`config.mk`:
```
export PLATFORM = sky130hd
export DESIGN_NAME = iob_axi_m_read_axis_burst
export DESIGN_NICKNAME = d
export VERILOG_FILES = /design/src/rtl/iob_axi_m_read_axis_burst.sv
export SDC_FILE = /design/constraint.sdc
export NUM_CORES = 1
export LEC_CHECK = 0
export CAP_MARGIN = 5
export CORE_ASPECT_RATIO = 1.2
export CORE_UTILIZATION = 46
export CTS_CLUSTER_SIZE = 20
export DETAILED_ROUTE_END_ITERATION = 10
export HOLD_SLACK_MARGIN = 0.05
export PLACE_DENSITY_LB_ADDON = 0.12
export RECOVER_POWER = 25
export SKIP_CTS_REPAIR_TIMING = 1
export SYNTH_ARGS = -nofsm -noshare
export SYNTH_HDL_FRONTEND = slang
export SYNTH_SLANG_ARGS = --single-unit
```
`constraint.sdc`:
```
create_clock -name clk_i -period 15.8 [get_ports clk_i]
set_clock_uncertainty 0.05 [all_clocks]
set_input_delay 4.74 -clock clk_i [delete_from_list [all_inputs] [get_ports clk_i]]
set_output_delay 4.74 -clock clk_i [all_outputs]
set_load 0.01 [all_outputs]
```
`src/rtl/iob_axi_m_read_axis_burst.sv`:
```
// AXI4 read master that streams a beat-aligned memory region out as AXI-Stream.
// Each burst is sized so it always fits in the output FIFO, which lets RREADY stay high for the whole burst.
module iob_axi_m_read_axis_burst #(
    parameter int unsigned AXI_ADDR_W  = 32,
    parameter int unsigned AXI_DATA_W  = 32,
    parameter int unsigned AXI_LEN_W   = 8,
    parameter int unsigned AXI_ID_W    = 1,
    parameter int unsigned MAX_BURST   = 16,
    parameter int unsigned LENGTH_W    = 16,
    parameter int unsigned FIFO_ADDR_W = 4
) (
    input  logic                  clk_i,
    input  logic                  cke_i,
    input  logic                  arst_n_i,
    input  logic [AXI_ADDR_W-1:0] r_addr_i,
    input  logic [LENGTH_W-1:0]   r_length_i,
    input  logic                  r_start_transfer_i,
    output logic                  r_busy_o,
    output logic                  r_error_o,
    output logic [AXI_DATA_W-1:0] axis_out_data_o,
    output logic                  axis_out_valid_o,
    input  logic                  axis_out_ready_i,
    output logic                  axis_out_last_o,
    output logic [AXI_ADDR_W-1:0] axi_araddr_o,
    output logic                  axi_arvalid_o,
    input  logic                  axi_arready_i,
    output logic [AXI_ID_W-1:0]   axi_arid_o,
    output logic [AXI_LEN_W-1:0]  axi_arlen_o,
    output logic [2:0]            axi_arsize_o,
    output logic [1:0]            axi_arburst_o,
    output logic                  axi_arlock_o,
    output logic [3:0]            axi_arcache_o,
    output logic [3:0]            axi_arqos_o,
    input  logic [AXI_DATA_W-1:0] axi_rdata_i,
    input  logic [1:0]            axi_rresp_i,
    input  logic                  axi_rvalid_i,
    output logic                  axi_rready_o,
    input  logic [AXI_ID_W-1:0]   axi_rid_i,
    input  logic                  axi_rlast_i
);
    localparam int unsigned BYTES = AXI_DATA_W / 8;
    localparam int unsigned SIZE  = $clog2(BYTES);
    localparam int unsigned DEPTH = 2 ** FIFO_ADDR_W;
    localparam int unsigned LVL_W = FIFO_ADDR_W + 1;
    localparam int unsigned W_A   = (LENGTH_W + 1 > 14) ? LENGTH_W + 1 : 14;
    localparam int unsigned W_B   = (LVL_W + 1 > AXI_LEN_W + 2) ? LVL_W + 1 : AXI_LEN_W + 2;
    localparam int unsigned CNT_W = (W_A > W_B) ? W_A : W_B;

    typedef enum logic [2:0] {IDLE, CALC, ADDR, DATA, DRAIN} state_t;

    state_t                state_q, state_d;
    logic [AXI_ADDR_W-1:0] addr_q, addr_d;
    logic [LENGTH_W-1:0]   rem_q, rem_d;
    logic [CNT_W-1:0]      blen_q, blen_d;
    logic [AXI_ADDR_W-1:0] araddr_q, araddr_d;
    logic [AXI_LEN_W-1:0]  arlen_q, arlen_d;
    logic                  arvalid_q, arvalid_d;
    logic                  rready_q, rready_d;
    logic                  busy_q, busy_d;
    logic                  error_q, error_d;

    logic [AXI_DATA_W-1:0]  mem_data [DEPTH];
    logic                   mem_last [DEPTH];
    logic [FIFO_ADDR_W-1:0] wr_ptr_q, rd_ptr_q;
    logic [LVL_W-1:0]       level_q, level_d;
    logic                   out_valid_q;

    logic                   push_c, pop_c, last_in_c;
    logic [12:0]            to_4k_bytes_c;
    logic [CNT_W-1:0]       beats_4k_c, rem_ext_c, max_burst_c, blen_c, free_c;
    logic                   unused_rid;

    assign unused_rid = ^axi_rid_i;

    // Burst sizing: smallest of remaining length, burst cap and distance to the 4 KiB page end
    assign to_4k_bytes_c = 13'h1000 - {1'b0, addr_q[11:0]};
    assign beats_4k_c    = CNT_W'(to_4k_bytes_c >> SIZE);
    assign rem_ext_c     = CNT_W'(rem_q);
    assign max_burst_c   = CNT_W'(MAX_BURST);
    assign free_c        = CNT_W'(DEPTH) - CNT_W'(level_q);

    always_comb begin
        blen_c = rem_ext_c;
        if (max_burst_c < blen_c) blen_c = max_burst_c;
        if (beats_4k_c < blen_c)  blen_c = beats_4k_c;
    end

    // FIFO control; a full FIFO still accepts a beat when the head pops in the same cycle
    assign pop_c     = cke_i && out_valid_q && axis_out_ready_i;
    assign push_c    = cke_i && (state_q == DATA) && rready_q && axi_rvalid_i
                       && ((level_q != LVL_W'(DEPTH)) || pop_c);
    assign last_in_c = axi_rlast_i && (rem_q == '0);
    assign level_d   = level_q + LVL_W'(push_c) - LVL_W'(pop_c);

    always_comb begin
        state_d   = state_q;
        addr_d    = addr_q;
        rem_d     = rem_q;
        blen_d    = blen_q;
        araddr_d  = araddr_q;
        arlen_d   = arlen_q;
        arvalid_d = arvalid_q;
        rready_d  = rready_q;
        busy_d    = busy_q;
        error_d   = error_q;
        unique case (state_q)
            IDLE: begin
                if (r_start_transfer_i && (r_length_i != '0)) begin
                    addr_d  = r_addr_i & ~AXI_ADDR_W'(BYTES - 1);
                    rem_d   = r_length_i;
                    error_d = 1'b0;
                    busy_d  = 1'b1;
                    state_d = CALC;
                end
            end
            CALC: begin
                if (free_c >= blen_c) begin
                    blen_d    = blen_c;
                    araddr_d  = addr_q;
                    arlen_d   = AXI_LEN_W'(blen_c - CNT_W'(1));
                    arvalid_d = 1'b1;
                    state_d   = ADDR;
                end
            end
            ADDR: begin
                if (axi_arready_i) begin
                    arvalid_d = 1'b0;
                    rready_d  = 1'b1;
                    rem_d     = rem_q - LENGTH_W'(blen_q);
                    addr_d    = addr_q + (AXI_ADDR_W'(blen_q) << SIZE);
                    state_d   = DATA;
                end
            end
            DATA: begin
                if (axi_rvalid_i) begin
                    if (axi_rresp_i != 2'b00) error_d = 1'b1;
                    if (axi_rlast_i) begin
                        rready_d = 1'b0;
                        state_d  = (rem_q != '0) ? CALC : DRAIN;
                    end
                end
            end
            DRAIN: begin
                if (level_q == '0) begin
                    busy_d  = 1'b0;
                    state_d = IDLE;
                end
            end
            default: state_d = IDLE;
        endcase
    end

    always_ff @(posedge clk_i or negedge arst_n_i) begin
        if (!arst_n_i) begin
            state_q   <= IDLE;
            addr_q    <= '0;
            rem_q     <= '0;
            blen_q    <= '0;
            araddr_q  <= '0;
            arlen_q   <= '0;
            arvalid_q <= 1'b0;
            rready_q  <= 1'b0;
            busy_q    <= 1'b0;
            error_q   <= 1'b0;
        end else if (cke_i) begin
            state_q   <= state_d;
            addr_q    <= addr_d;
            rem_q     <= rem_d;
            blen_q    <= blen_d;
            araddr_q  <= araddr_d;
            arlen_q   <= arlen_d;
            arvalid_q <= arvalid_d;
            rready_q  <= rready_d;
            busy_q    <= busy_d;
            error_q   <= error_d;
        end
    end

    always_ff @(posedge clk_i or negedge arst_n_i) begin
        if (!arst_n_i) begin
            wr_ptr_q    <= '0;
            rd_ptr_q    <= '0;
            level_q     <= '0;
            out_valid_q <= 1'b0;
        end else if (cke_i) begin
            if (push_c) wr_ptr_q <= wr_ptr_q + FIFO_ADDR_W'(1);
            if (pop_c)  rd_ptr_q <= rd_ptr_q + FIFO_ADDR_W'(1);
            level_q     <= level_d;
            out_valid_q <= (level_d != '0);
        end
    end

    // Storage array needs no reset; validity comes from the level counter
    always_ff @(posedge clk_i) begin
        if (push_c) begin
            mem_data[wr_ptr_q] <= axi_rdata_i;
            mem_last[wr_ptr_q] <= last_in_c;
        end
    end

    assign axis_out_data_o  = mem_data[rd_ptr_q];
    assign axis_out_valid_o = out_valid_q;
    assign axis_out_last_o  = out_valid_q & mem_last[rd_ptr_q];

    assign r_busy_o      = busy_q;
    assign r_error_o     = error_q;
    assign axi_araddr_o  = araddr_q;
    assign axi_arvalid_o = arvalid_q;
    assign axi_arlen_o   = arlen_q;
    assign axi_rready_o  = rready_q;
    assign axi_arid_o    = '0;
    assign axi_arsize_o  = 3'(SIZE);
    assign axi_arburst_o = 2'b01;
    assign axi_arlock_o  = 1'b0;
    assign axi_arcache_o = 4'd2;
    assign axi_arqos_o   = 4'd0;

endmodule

```
==> summary.txt, run 1 <==
=====================================================================================
Status ................................................................. complete, but fails checks
Violated checks ........................................................ max-capacitance violations, max-slew violations
Synthesis-stage register bit count .....................................          649
Kind of end point of the critical path .................................   output pin
Final Hold Viols .......................................................            0
Number of vias in the routed layout ....................................        15110
Synth top area cells ................................................... sky130_fd_sc_hd__edfxtp_1 (56%), sky130_fd_sc_hd__mux4_2 (13%), sky130_fd_sc_hd__dfrtp_1 (11%)
Count of buffers inserted at the top-level ports .......................          163
Layout-stage area growth over the synthesis result .....................       16.85%
PD cells ............................................................... 183.1 nW/µm²
HPWL Detailed ..........................................................     38070 µm
Fraction of post-synthesis cell area in the top cell type by area ......       56.28%
Cell type contributing the most total cell area after synthesis ........ sky130_fd_sc_hd__edfxtp_1
Number of antenna violations at the first check in global routing ......            4
Critical Path Source Type ..............................................         flop
GRT Residual Overflow ..................................................            0
Via count of the first global-routing pass .............................        16170
Main synth FF type ..................................................... sky130_fd_sc_hd__edfxtp_1
Max frequency ..........................................................    111.0 MHz
Ant. Diodes ............................................................            0
Global Route Usage Sum .................................................       21.24%
Arrival time worst endpoint ............................................      4.22 ns
Worst EP required ......................................................     11.01 ns
Total CTS buffers ......................................................           68
Initial Utilization ....................................................       46.41%
Wire length of the first global-routing pass ...........................     98670 µm
Number of synthesis warnings ...........................................            0
Mean post-synth cell area ..............................................    17.16 µm²
Maximum number of buffers from clock root to sink ......................            3
Final cycle utilization of the critical path ...........................       57.04%
Number of library cell types mapped by synthesis .......................           65
Number of rows in the core area ........................................           99
Sinks on Clock Net .....................................................          649
Maxcap violations ......................................................            1
Unrepaired setup endpoints after global routing ........................        false
Clock latency at the later pin of the worst-skew pair ..................      0.59 ns
Total chip power .......................................................     6.028 mW
Y dimension of the die .................................................     273.1 µm
Setup TNS after final layout ...........................................         0 ns
Area used by multi-input combinational logic ...........................     8800 µm²
Antenna Nets Post-Route ................................................            0
Core Region ............................................................    60700 µm²
Leak Pwr ...............................................................     11.57 nW
Final critical path time including I/O delays and setup ................     9.012 ns
Portion of the post-synthesis area used by sequential elements .........       67.03%
Synth cell count leaders ............................................... sky130_fd_sc_hd__edfxtp_1 (528), sky130_fd_sc_hd__mux4_2 (165), sky130_fd_sc_hd__dfrtp_1 (121), sky130_fd_sc_hd__nand2_1 (84), sky130_fd_sc_hd__ha_1 (75)
Final net count ........................................................         2018
Number of standard cells in the layout, taps in and fillers out ........         2704
Final weighted congestion in routability-driven placement ..............       0.8598
DRC marker count from the first detailed-route iteration ...............         1087
Post-synthesis instance total ..........................................         1642
VDD IR-drop max ........................................................    0.1182 mV
Placed insts ...........................................................         2587
Fraction of registers with async set or reset after synthesis ..........       18.64%
Horizontal die dimension ...............................................     227.9 µm
Final Max Tran Viols ...................................................           59
Total wire length after detailed routing ...............................     64630 µm
Reg2Reg Setup Slack ....................................................      8.88 ns
Root cell of the clock tree ............................................ sky130_fd_sc_hd__clkbuf_16
Sequential cell area ...................................................    18890 µm²
Actual transition at the worst max-transition pin ......................     3.409 ns
TritonRoute pass-1 iters ...............................................            5
Worst min-delay path class .............................................   reg -> reg
Number of failing setup endpoints in the final timing report ...........            0
Post-Synthesis Cell Area ...............................................    28170 µm²
Post-DR wirelength/cell ................................................     23.90 µm
Cell with the most instances after synthesis ........................... sky130_fd_sc_hd__edfxtp_1
Critical path class ....................................................   reg -> out
Number of flops mapped to enable cells by yosys ........................          528
Ratio of cells with drive above 1 in the final layout ..................       19.15%
Number of top-level pins ...............................................          184
Largest net degree at the start of global routing ......................           93
Clock-pin slew of the registers on the worst-case setup and hold paths .      0.06 ns
TritonCTS clock tree ...................................................        built
Routed via count divided by cell count .................................        5.589
Largest fanout of any net on the critical path .........................           69
Max_slew headroom ......................................................      -127.3%
Number of H-tree branching levels ......................................            3
Full die area ..........................................................    62240 µm²
# DRC ..................................................................            0
Number of filler cells placed in the layout ............................         4879
=====================================================================================
[registers in the layout, indices dropped and copies added, names as in the netlist, 5 cells and up]
name and cells:
rem_q 16, blen_q 16, axi_araddr_o 30, axi_arlen_o 8, addr_q 30, mem_data 512, level_q 5, mem_last 16
[area by class of cell]
| cell class | instances | area share [%] |
|---|---|---|
| multi-input combinational | 883 | 26.73 |
| inverter | 52 | 0.5930 |
| sequential | 649 | 57.39 |
| timing repair buffer | 195 | 5.705 |
| clock buffer | 84 | 5.542 |
| tap | 808 | 3.071 |
| clock inverter | 33 | 0.9616 |
[metrics by stage]
stage | setup WS (ns) | hold slack (ns) | utilization [%] | area, µm²
final | 6.788 | 0.4585 | 54.23 | 32920
after global routing | 6.659 | 0.4782 | 54.23 | 32920
after CTS | 6.744 | 0.4652 | 54.25 | 32930
after detailed placement | 6.994 | 0.4436 | 50.72 | 30780
after global placement | 7.031 | 0.4479 | 50.72 | 30780
after floorplan | 8.298 | 0.4197 | - | 28270
[logic make-up after synthesis]
logic type	count (synthesis)	synth area share, %
flip-flops	649	67.03
AND/OR/NAND/NOR	294	5.090
multiplexers	230	16.15
AO/OA/AOI/OAI	204	4.468
buffers and inverters	137	2.199
adder cells (fa/ha/maj)	78	3.544
XOR/XNOR	48	1.492
other	2	0.02666
[per-layer routing]
layer | track usage, % | vias up | share of wire (%)
li1 | - | 6852 | -
met2 | 37.78 | 337 | 52
met5 | 0 | - | 0.026
met4 | 6.923 | 2 | 2.4
met3 | 2.880 | 94 | 3.9
met1 | 26.89 | 7828 | 41
[cell usage in the layout (no fill, tap or decap), types with 34 or more instances in the layout]
cell type and instances:
sky130_fd_sc_hd__nor2_1 69, sky130_fd_sc_hd__clkbuf_16 70, sky130_fd_sc_hd__edfxtp_1 528, sky130_fd_sc_hd__dfrtp_1 117
sky130_fd_sc_hd__ha_1 75, sky130_fd_sc_hd__o21ai_0 57, sky130_fd_sc_hd__mux4_2 165, sky130_fd_sc_hd__clkdlybuf4s50_1 141
sky130_fd_sc_hd__xnor2_1 34, sky130_fd_sc_hd__a21oi_1 65, sky130_fd_sc_hd__nand2_1 84, sky130_fd_sc_hd__mux2_4 35
sky130_fd_sc_hd__inv_1 52
[report_power, final]
group	internal, mW	total [mW]	switching, mW
registers	2.01	2.27	0.252
clock network	0.903	1.55	0.651
logic	1.16	2.21	1.04
[path summary, 6_finish.rpt]
| check | depth (start not counted) | endpoint | startpoint |
|---|---|---|---|
| max | 4 | axis_out_data_o[27] | rd_ptr_q[1]$_DFFE_PN0P_ |
| max reg2reg | 19 | axi_arlen_o[0]$_DFFE_PN0P_ | rem_q[5]$_DFFE_PN0P_ |
| min reg2reg | 1 | axi_araddr_o[17]$_DFFE_PN0P_ | axi_araddr_o[17]$_DFFE_PN0P_ |
| min in group asynchronous | 1 | blen_q[2]$_DFFE_PN0P_ | arst_n_i |
| min | 1 | axi_araddr_o[17]$_DFFE_PN0P_ | axi_araddr_o[17]$_DFFE_PN0P_ |
| max in group asynchronous | 1 | rd_ptr_q[1]$_DFFE_PN0P_ | arst_n_i |
[worst max-delay path: stages, from the launching register on]
cell,delay [ns]
sky130_fd_sc_hd__dfrtp_4,1.13
sky130_fd_sc_hd__buf_4,0.95
sky130_fd_sc_hd__mux4_2,0.43
sky130_fd_sc_hd__mux4_2,0.52
sky130_fd_sc_hd__clkdlybuf4s50_1,0.50
Note: power is estimated with default switching activity, not from simulation.
==> run 2: changes to the inputs <==
==> constraint.sdc (replaced) <==
create_clock -name clk_i -period 9.3 [get_ports clk_i]
set_clock_uncertainty 0.05 [all_clocks]
set_input_delay 2.79 -clock clk_i [delete_from_list [all_inputs] [get_ports clk_i]]
set_output_delay 2.79 -clock clk_i [all_outputs]
set_load 0.01 [all_outputs]
==> run 2 against run 1 <==
Compared with the run above: combinational power up 72%; critical endpoint is now axis_out_data_o[4]; global-route usage decreased by 0.10 points; sequential share of layout area shrank 0.072 points; the flow still finishes with violations (max-capacitance violations, max-slew violations); worst hold slack lost 0.00097 ns; first-iteration DRC count is 12% higher.
==> summary.txt, run 2 (synthesis gave the netlist of run 1 again) <==
=====================================================================================
Status ................................................................. complete, but fails checks
Violated checks ........................................................ max-capacitance violations, max-slew violations
Number of vias in the routed layout ....................................        15310
Final weighted congestion in routability-driven placement ..............       0.7945
DP Area ................................................................    30800 µm²
Setup TNS after final layout ...........................................         0 ns
Arrival time worst endpoint ............................................      3.78 ns
Total CTS buffers ......................................................           68
Final net count ........................................................         2018
Via count of the first global-routing pass .............................        16180
# DRC ..................................................................            0
Number of rows in the core area ........................................           99
Largest fanout of any net on the critical path .........................           37
HPWL Detailed ..........................................................     37940 µm
VDD IR-drop max ........................................................    0.2107 mV
Actual transition at the worst max-transition pin ......................     3.104 ns
DRC marker count from the first detailed-route iteration ...............         1222
Ant. Diodes ............................................................            0
Unrepaired setup endpoints after global routing ........................        false
GRT Residual Overflow ..................................................            0
Max frequency ..........................................................    151.1 MHz
Final cycle utilization of the critical path ...........................       71.16%
Ratio of cells with drive above 1 in the final layout ..................       19.11%
Number of H-tree branching levels ......................................            3
Maximum number of buffers from clock root to sink ......................            3
Full die area ..........................................................    62240 µm²
Core Region ............................................................    60700 µm²
Post-DR wirelength/cell ................................................     23.83 µm
Sinks on Clock Net .....................................................          649
Commonest cells after routing, fill and taps aside ..................... sky130_fd_sc_hd__edfxtp_1 (528), sky130_fd_sc_hd__mux4_2 (165), sky130_fd_sc_hd__clkdlybuf4s50_1 (139)
Root cell of the clock tree ............................................ sky130_fd_sc_hd__clkbuf_16
Horizontal die dimension ...............................................     227.9 µm
Global Route Usage Sum .................................................       21.14%
Sw Ratio ...............................................................       32.28%
Count of buffers inserted at the top-level ports .......................          163
Layout-stage area growth over the synthesis result .....................       17.00%
Antenna Nets Post-Route ................................................            0
Comb power frac ........................................................        37.0%
Final Max Tran Viols ...................................................           54
Critical path class ....................................................   reg -> out
Worst EP required ......................................................      6.46 ns
Fraction of power consumed by sequential logic .........................        37.2%
Number of failing setup endpoints in the final timing report ...........            0
Kind of end point of the critical path .................................   output pin
Clock latency at the later pin of the worst-skew pair ..................      0.59 ns
Final critical path time including I/O delays and setup ................     6.618 ns
Max_slew headroom ......................................................      -107.0%
Y dimension of the die .................................................     273.1 µm
TritonRoute pass-1 iters ...............................................            5
Maxcap violations ......................................................            1
Clock group share of total power .......................................        25.8%
Clock-pin slew of the registers on the worst-case setup and hold paths .      0.06 ns
Leak Pwr ...............................................................     11.58 nW
Cell area after layout .................................................    32960 µm²
Pint ...................................................................     6.950 mW
Max reg flops ..........................................................          512
Most common cell after layout, fill and taps aside ..................... sky130_fd_sc_hd__edfxtp_1
Final Hold Viols .......................................................            0
PD cells ............................................................... 311.4 nW/µm²
Reg with most FFs ......................................................     mem_data
Number of antenna violations at the first check in global routing ......            3
Wire length of the first global-routing pass ...........................     98300 µm
Routed via count divided by cell count .................................        5.654
Worst min-delay path class .............................................   reg -> reg
Initial Utilization ....................................................       46.41%
Total wire length after detailed routing ...............................     64530 µm
Largest net degree at the start of global routing ......................           76
Critical Path Source Type ..............................................         flop
Number of top-level pins ...............................................          184
Switching power total ..................................................     3.312 mW
TritonCTS clock tree ...................................................        built
=====================================================================================
-- run 2: power by group through the flow --
stage | Combinational [mW] | Sequential [mW] | Clock [mW]
after floorplan | 2.71 | 3.68 | 0
after global placement | 3.79 | 3.88 | 0
after detailed placement | 3.83 | 3.88 | 0
after CTS | 3.85 | 3.82 | 2.72
after global routing | 4.17 | 3.87 | 2.82
final | 3.80 | 3.82 | 2.65
-- run 2: layer usage --
layer | wire (µm) | track usage, % | up-vias
met3 | 2703 | 2.765 | 80
met5 | 0 | 0 | -
met4 | 1209 | 6.182 | 0
met2 | 33710 | 37.38 | 367
li1 | - | - | 6836
met1 | 26910 | 27.32 | 8027
-- run 2: worst max-delay path: stages, from the launching register on --
cell	delay, ns
sky130_fd_sc_hd__dfrtp_4	0.76
sky130_fd_sc_hd__buf_4	0.70
sky130_fd_sc_hd__mux4_2	0.60
sky130_fd_sc_hd__mux4_2	0.53
sky130_fd_sc_hd__clkdlybuf4s50_1	0.52
-- run 2: layout make-up --
class / count / area (µm²)
repair buffers: 195 / 1891
fillers: 4901 / 27740
flip-flops and latches: 649 / 18890
clock buffers: 89 / 1854
well taps: 808 / 1011
inverters: 52 / 195.2
clock inverters: 32 / 315.3
multi-input cells: 883 / 8800
-- run 2: path summary, 6_finish.rpt --
path / endpoint / depth (start not counted) / slack, ns / startpoint
setup / recovery: axis_out_data_o[4] / 4 / 2.68 / rd_ptr_q[0]$_DFFE_PN0P_
hold / removal: axi_araddr_o[17]$_DFFE_PN0P_ / 1 / 0.46 / axi_araddr_o[17]$_DFFE_PN0P_
setup reg to reg: axi_arlen_o[0]$_DFFE_PN0P_ / 17 / 2.76 / rem_q[5]$_DFFE_PN0P_
hold reg to reg: axi_araddr_o[17]$_DFFE_PN0P_ / 1 / 0.46 / axi_araddr_o[17]$_DFFE_PN0P_
max in group asynchronous: axi_araddr_o[13]$_DFFE_PN0P_ / 2 / 3.81 / arst_n_i
min in group asynchronous: axi_araddr_o[8]$_DFFE_PN0P_ / 1 / 3.18 / arst_n_i
-- run 2: stage by stage --
step           utilization, %  setup WS, ns  hold slack [ns]  cells  total power [mW]
6_report                54.30         2.682           0.4575   2708             10.26
5_1_grt                 54.30         2.350           0.4778   2708             10.85
4_1_cts                 54.31         2.560           0.4611   2708             10.39
3_5_place_dp            50.74         2.518           0.4408   2587             7.709
3_3_place_gp            50.74         2.603           0.4460   2587             7.665
2_1_floorplan               -         3.748           0.4197   1669             6.391
==> run 3: changes to the inputs <==
==> constraint.sdc (replaced) <==
create_clock -name clk_i -period 6.2 [get_ports clk_i]
set_clock_uncertainty 0.05 [all_clocks]
set_input_delay 1.86 -clock clk_i [delete_from_list [all_inputs] [get_ports clk_i]]
set_output_delay 1.86 -clock clk_i [all_outputs]
set_load 0.01 [all_outputs]
==> run 3 against run 2 <==
Compared with the run above: the run still ends with max-capacitance violations, max-slew violations left; flip-flop and latch count did not move; critical endpoint is now axi_araddr_o[21]$_DFFE_PN0P_; non-clock buffer count is 17 higher; utilization increased by 0.57 points; worst hold slack better by 0.00099 ns; sequential share of layout area is 0.59 points lower; critical path depth up 16; global-route usage rose by 0.40 points; largest power group is now combinational cells.
==> summary.txt, run 3 (synthesis gave the netlist of run 1 again) <==
=====================================================================================
Global Route Usage Sum .................................................       21.54%
Max frequency ..........................................................    173.4 MHz
Worst Hold Launch ...................................................... axi_arlen_o[6]$_DFFE_PN0P_
Highest-delay cell along the critical path ............................. sky130_fd_sc_hd__or4_1
Critical Path Source Type ..............................................         flop
Critical path class ....................................................   reg -> reg
Antenna Nets Post-Route ................................................            0
Number of antenna violations at the first check in global routing ......            3
Final Hold Viols .......................................................            0
Reg2Reg Setup Slack ....................................................      0.43 ns
Reg with most FFs ......................................................     mem_data
Count of buffers inserted at the top-level ports .......................          163
Ant. Diodes ............................................................            0
Leak Pwr ...............................................................     11.73 nW
PD cells ............................................................... 468.1 nW/µm²
Core Region ............................................................    60700 µm²
Pint ...................................................................     10.56 mW
List of cells traversed by the critical path ........................... or4_1, a2111oi_2, buf_4, nand2_1, ha_1, or4b_1, nor4_1, o211a_1, nor2_2, mux2_2, inv_1, ha_1, nand2_1, nor2_1, nand2_1, o211ai_1, a221o_1, nor3b_2, buf_4, mux2_4
Total CTS buffers ......................................................           67
Max_slew headroom ......................................................      -55.83%
Max reg flops ..........................................................          512
Sinks on Clock Net .....................................................          649
Worst min-delay path class .............................................   reg -> reg
Initial Utilization ....................................................       46.41%
Unrepaired setup endpoints after global routing ........................        false
Full die area ..........................................................    62240 µm²
Violated checks ........................................................ max-capacitance violations, max-slew violations
Most common cell after layout, fill and taps aside ..................... sky130_fd_sc_hd__edfxtp_1
Horizontal die dimension ...............................................     227.9 µm
Final weighted congestion in routability-driven placement ..............       0.8191
Number of failing setup endpoints in the final timing report ...........            0
TritonRoute pass-1 iters ...............................................            4
Longest individual stage delay on the worst path .......................      0.67 ns
Worst flop-to-flop path startpoint ..................................... rem_q[1]$_DFFE_PN0P_
Final WS setup .........................................................    0.4332 ns
Number of filler cells placed in the layout ............................         4825
Wire length of the first global-routing pass ...........................     99820 µm
Ratio of cells with drive above 1 in the final layout ..................       20.17%
Clock group share of total power .......................................        26.2%
DP Worst Slack .........................................................    0.3239 ns
Maxcap violations ......................................................            1
Final cycle utilization of the critical path ...........................       93.01%
Total chip power .......................................................     15.59 mW
Final critical path time including I/O delays and setup ................     5.767 ns
Number of vias in the routed layout ....................................        15380
Setup TNS after final layout ...........................................         0 ns
TritonCTS clock tree ...................................................        built
Number of H-tree branching levels ......................................            3
GRT Residual Overflow ..................................................            0
Routed via count divided by cell count .................................        5.640
Sw Ratio ...............................................................       32.29%
# DRC ..................................................................            0
Final Max Tran Viols ...................................................           87
Via count of the first global-routing pass .............................        16280
End-of-flow core utilization ...........................................       54.87%
Number of top-level pins ...............................................          184
Status ................................................................. complete, but fails checks
Root cell of the clock tree ............................................ sky130_fd_sc_hd__clkbuf_16
Destination of the worst register-to-register timing path .............. axi_araddr_o[21]$_DFFE_PN0P_
Number of rows in the core area ........................................           99
Destination of the worst hold path ..................................... axi_arlen_o[6]$_DFFE_PN0P_
Kind of end point of the critical path .................................         flop
Switching power total ..................................................     5.035 mW
Worst EP required ......................................................      6.62 ns
Comb power frac ........................................................        37.2%
Y dimension of the die .................................................     273.1 µm
Length in cells of the worst reg-to-reg path ...........................           20
Largest fanout of any net on the critical path .........................           19
Largest net degree at the start of global routing ......................           87
Most common cell on crit path .......................................... sky130_fd_sc_hd__nand2_1
Cell area after layout .................................................    33300 µm²
VDD IR-drop max ........................................................    0.2685 mV
Number of stages on the worst hold path ................................            1
DP Area ................................................................    31060 µm²
Arrival time worst endpoint ............................................      6.18 ns
Clock latency at the later pin of the worst-skew pair ..................      0.59 ns
Commonest cells after routing, fill and taps aside ..................... sky130_fd_sc_hd__edfxtp_1 (528), sky130_fd_sc_hd__mux4_2 (165), sky130_fd_sc_hd__clkdlybuf4s50_1 (142)
Final net count ........................................................         2034
Clock-pin slew of the registers on the worst-case setup and hold paths .      0.06 ns
Actual transition at the worst max-transition pin ......................     2.337 ns
Total wire length after detailed routing ...............................     65610 µm
HPWL Detailed ..........................................................     38960 µm
Maximum number of buffers from clock root to sink ......................            3
Layout-stage area growth over the synthesis result .....................       18.22%
DRC marker count from the first detailed-route iteration ...............         1228
Fraction of power consumed by sequential logic .........................        36.6%
Post-DR wirelength/cell ................................................     24.06 µm
=====================================================================================
-- run 3: per-layer routing --
| layer | track usage (%) | up-vias | wire length [µm] |
|---|---|---|---|
| li1 | - | 6900 | - |
| met1 | 27.94 | 8016 | 27400 |
| met2 | 37.83 | 370 | 33980 |
| met3 | 3.151 | 94 | 2920 |
| met4 | 6.093 | 0 | 1305 |
| met5 | 0 | - | 0 |
-- run 3: worst max-delay path by stage --
| stage | start | slack, ns | endpoint |
|---|---|---|---|
| floorplan | rem_q[1]$_DFFE_PN0P_ | 0.65 | axi_araddr_o[10]$_DFFE_PN0P_ |
| global placement | rem_q[1]$_DFFE_PN0P_ | 0.38 | axi_araddr_o[18]$_DFFE_PN0P_ |
| detailed placement | rem_q[1]$_DFFE_PN0P_ | 0.32 | axi_araddr_o[21]$_DFFE_PN0P_ |
| CTS | rem_q[1]$_DFFE_PN0P_ | 0.25 | axi_araddr_o[21]$_DFFE_PN0P_ |
| global route | rem_q[1]$_DFFE_PN0P_ | 0.02 | axi_araddr_o[21]$_DFFE_PN0P_ |
| finish | rem_q[1]$_DFFE_PN0P_ | 0.43 | axi_araddr_o[21]$_DFFE_PN0P_ |
-- run 3: layout make-up --
| type | count | area (µm²) | area share (%) |
|---|---|---|---|
| Timing Repair Buffer | 212 | 2157 | 6.477 |
| Multi-Input combinational cell | 883 | 8821 | 26.49 |
| Clock inverter | 41 | 451.7 | 1.356 |
| Sequential cell | 649 | 18890 | 56.73 |
| Tap cell | 808 | 1011 | 3.036 |
| Clock buffer | 82 | 1775 | 5.331 |
| Inverter | 52 | 195.2 | 0.5861 |
-- run 3: critical path, delay by kind of cell (launching register included) --
kind | cells | cell delay, ns
adder cells (fa/ha/maj) | 2 | 0.47
AND/OR/NAND/NOR | 9 | 2.22
flip-flops | 1 | 0.47
buffers and inverters | 3 | 0.67
multiplexers | 2 | 0.65
AO/OA/AOI/OAI | 4 | 1.10
-- run 3: per-stage QoR --
step	hold WS, ns	cells
2_1_floorplan	0.4197	1669
5_1_grt	0.4729	2727
3_5_place_dp	0.4417	2604
3_3_place_gp	0.4480	2604
6_report	0.4585	2727
4_1_cts	0.4627	2727
-- run 3: power by group through the flow --
stage	Sequential [mW]	Clock, mW	Combinational [mW]
4_1_cts	5.71	4.18	5.89
5_1_grt	5.77	4.35	6.38
6_report	5.70	4.08	5.80
3_3_place_gp	5.79	0	5.79
2_1_floorplan	5.52	0	4.07
3_5_place_dp	5.79	0	5.86
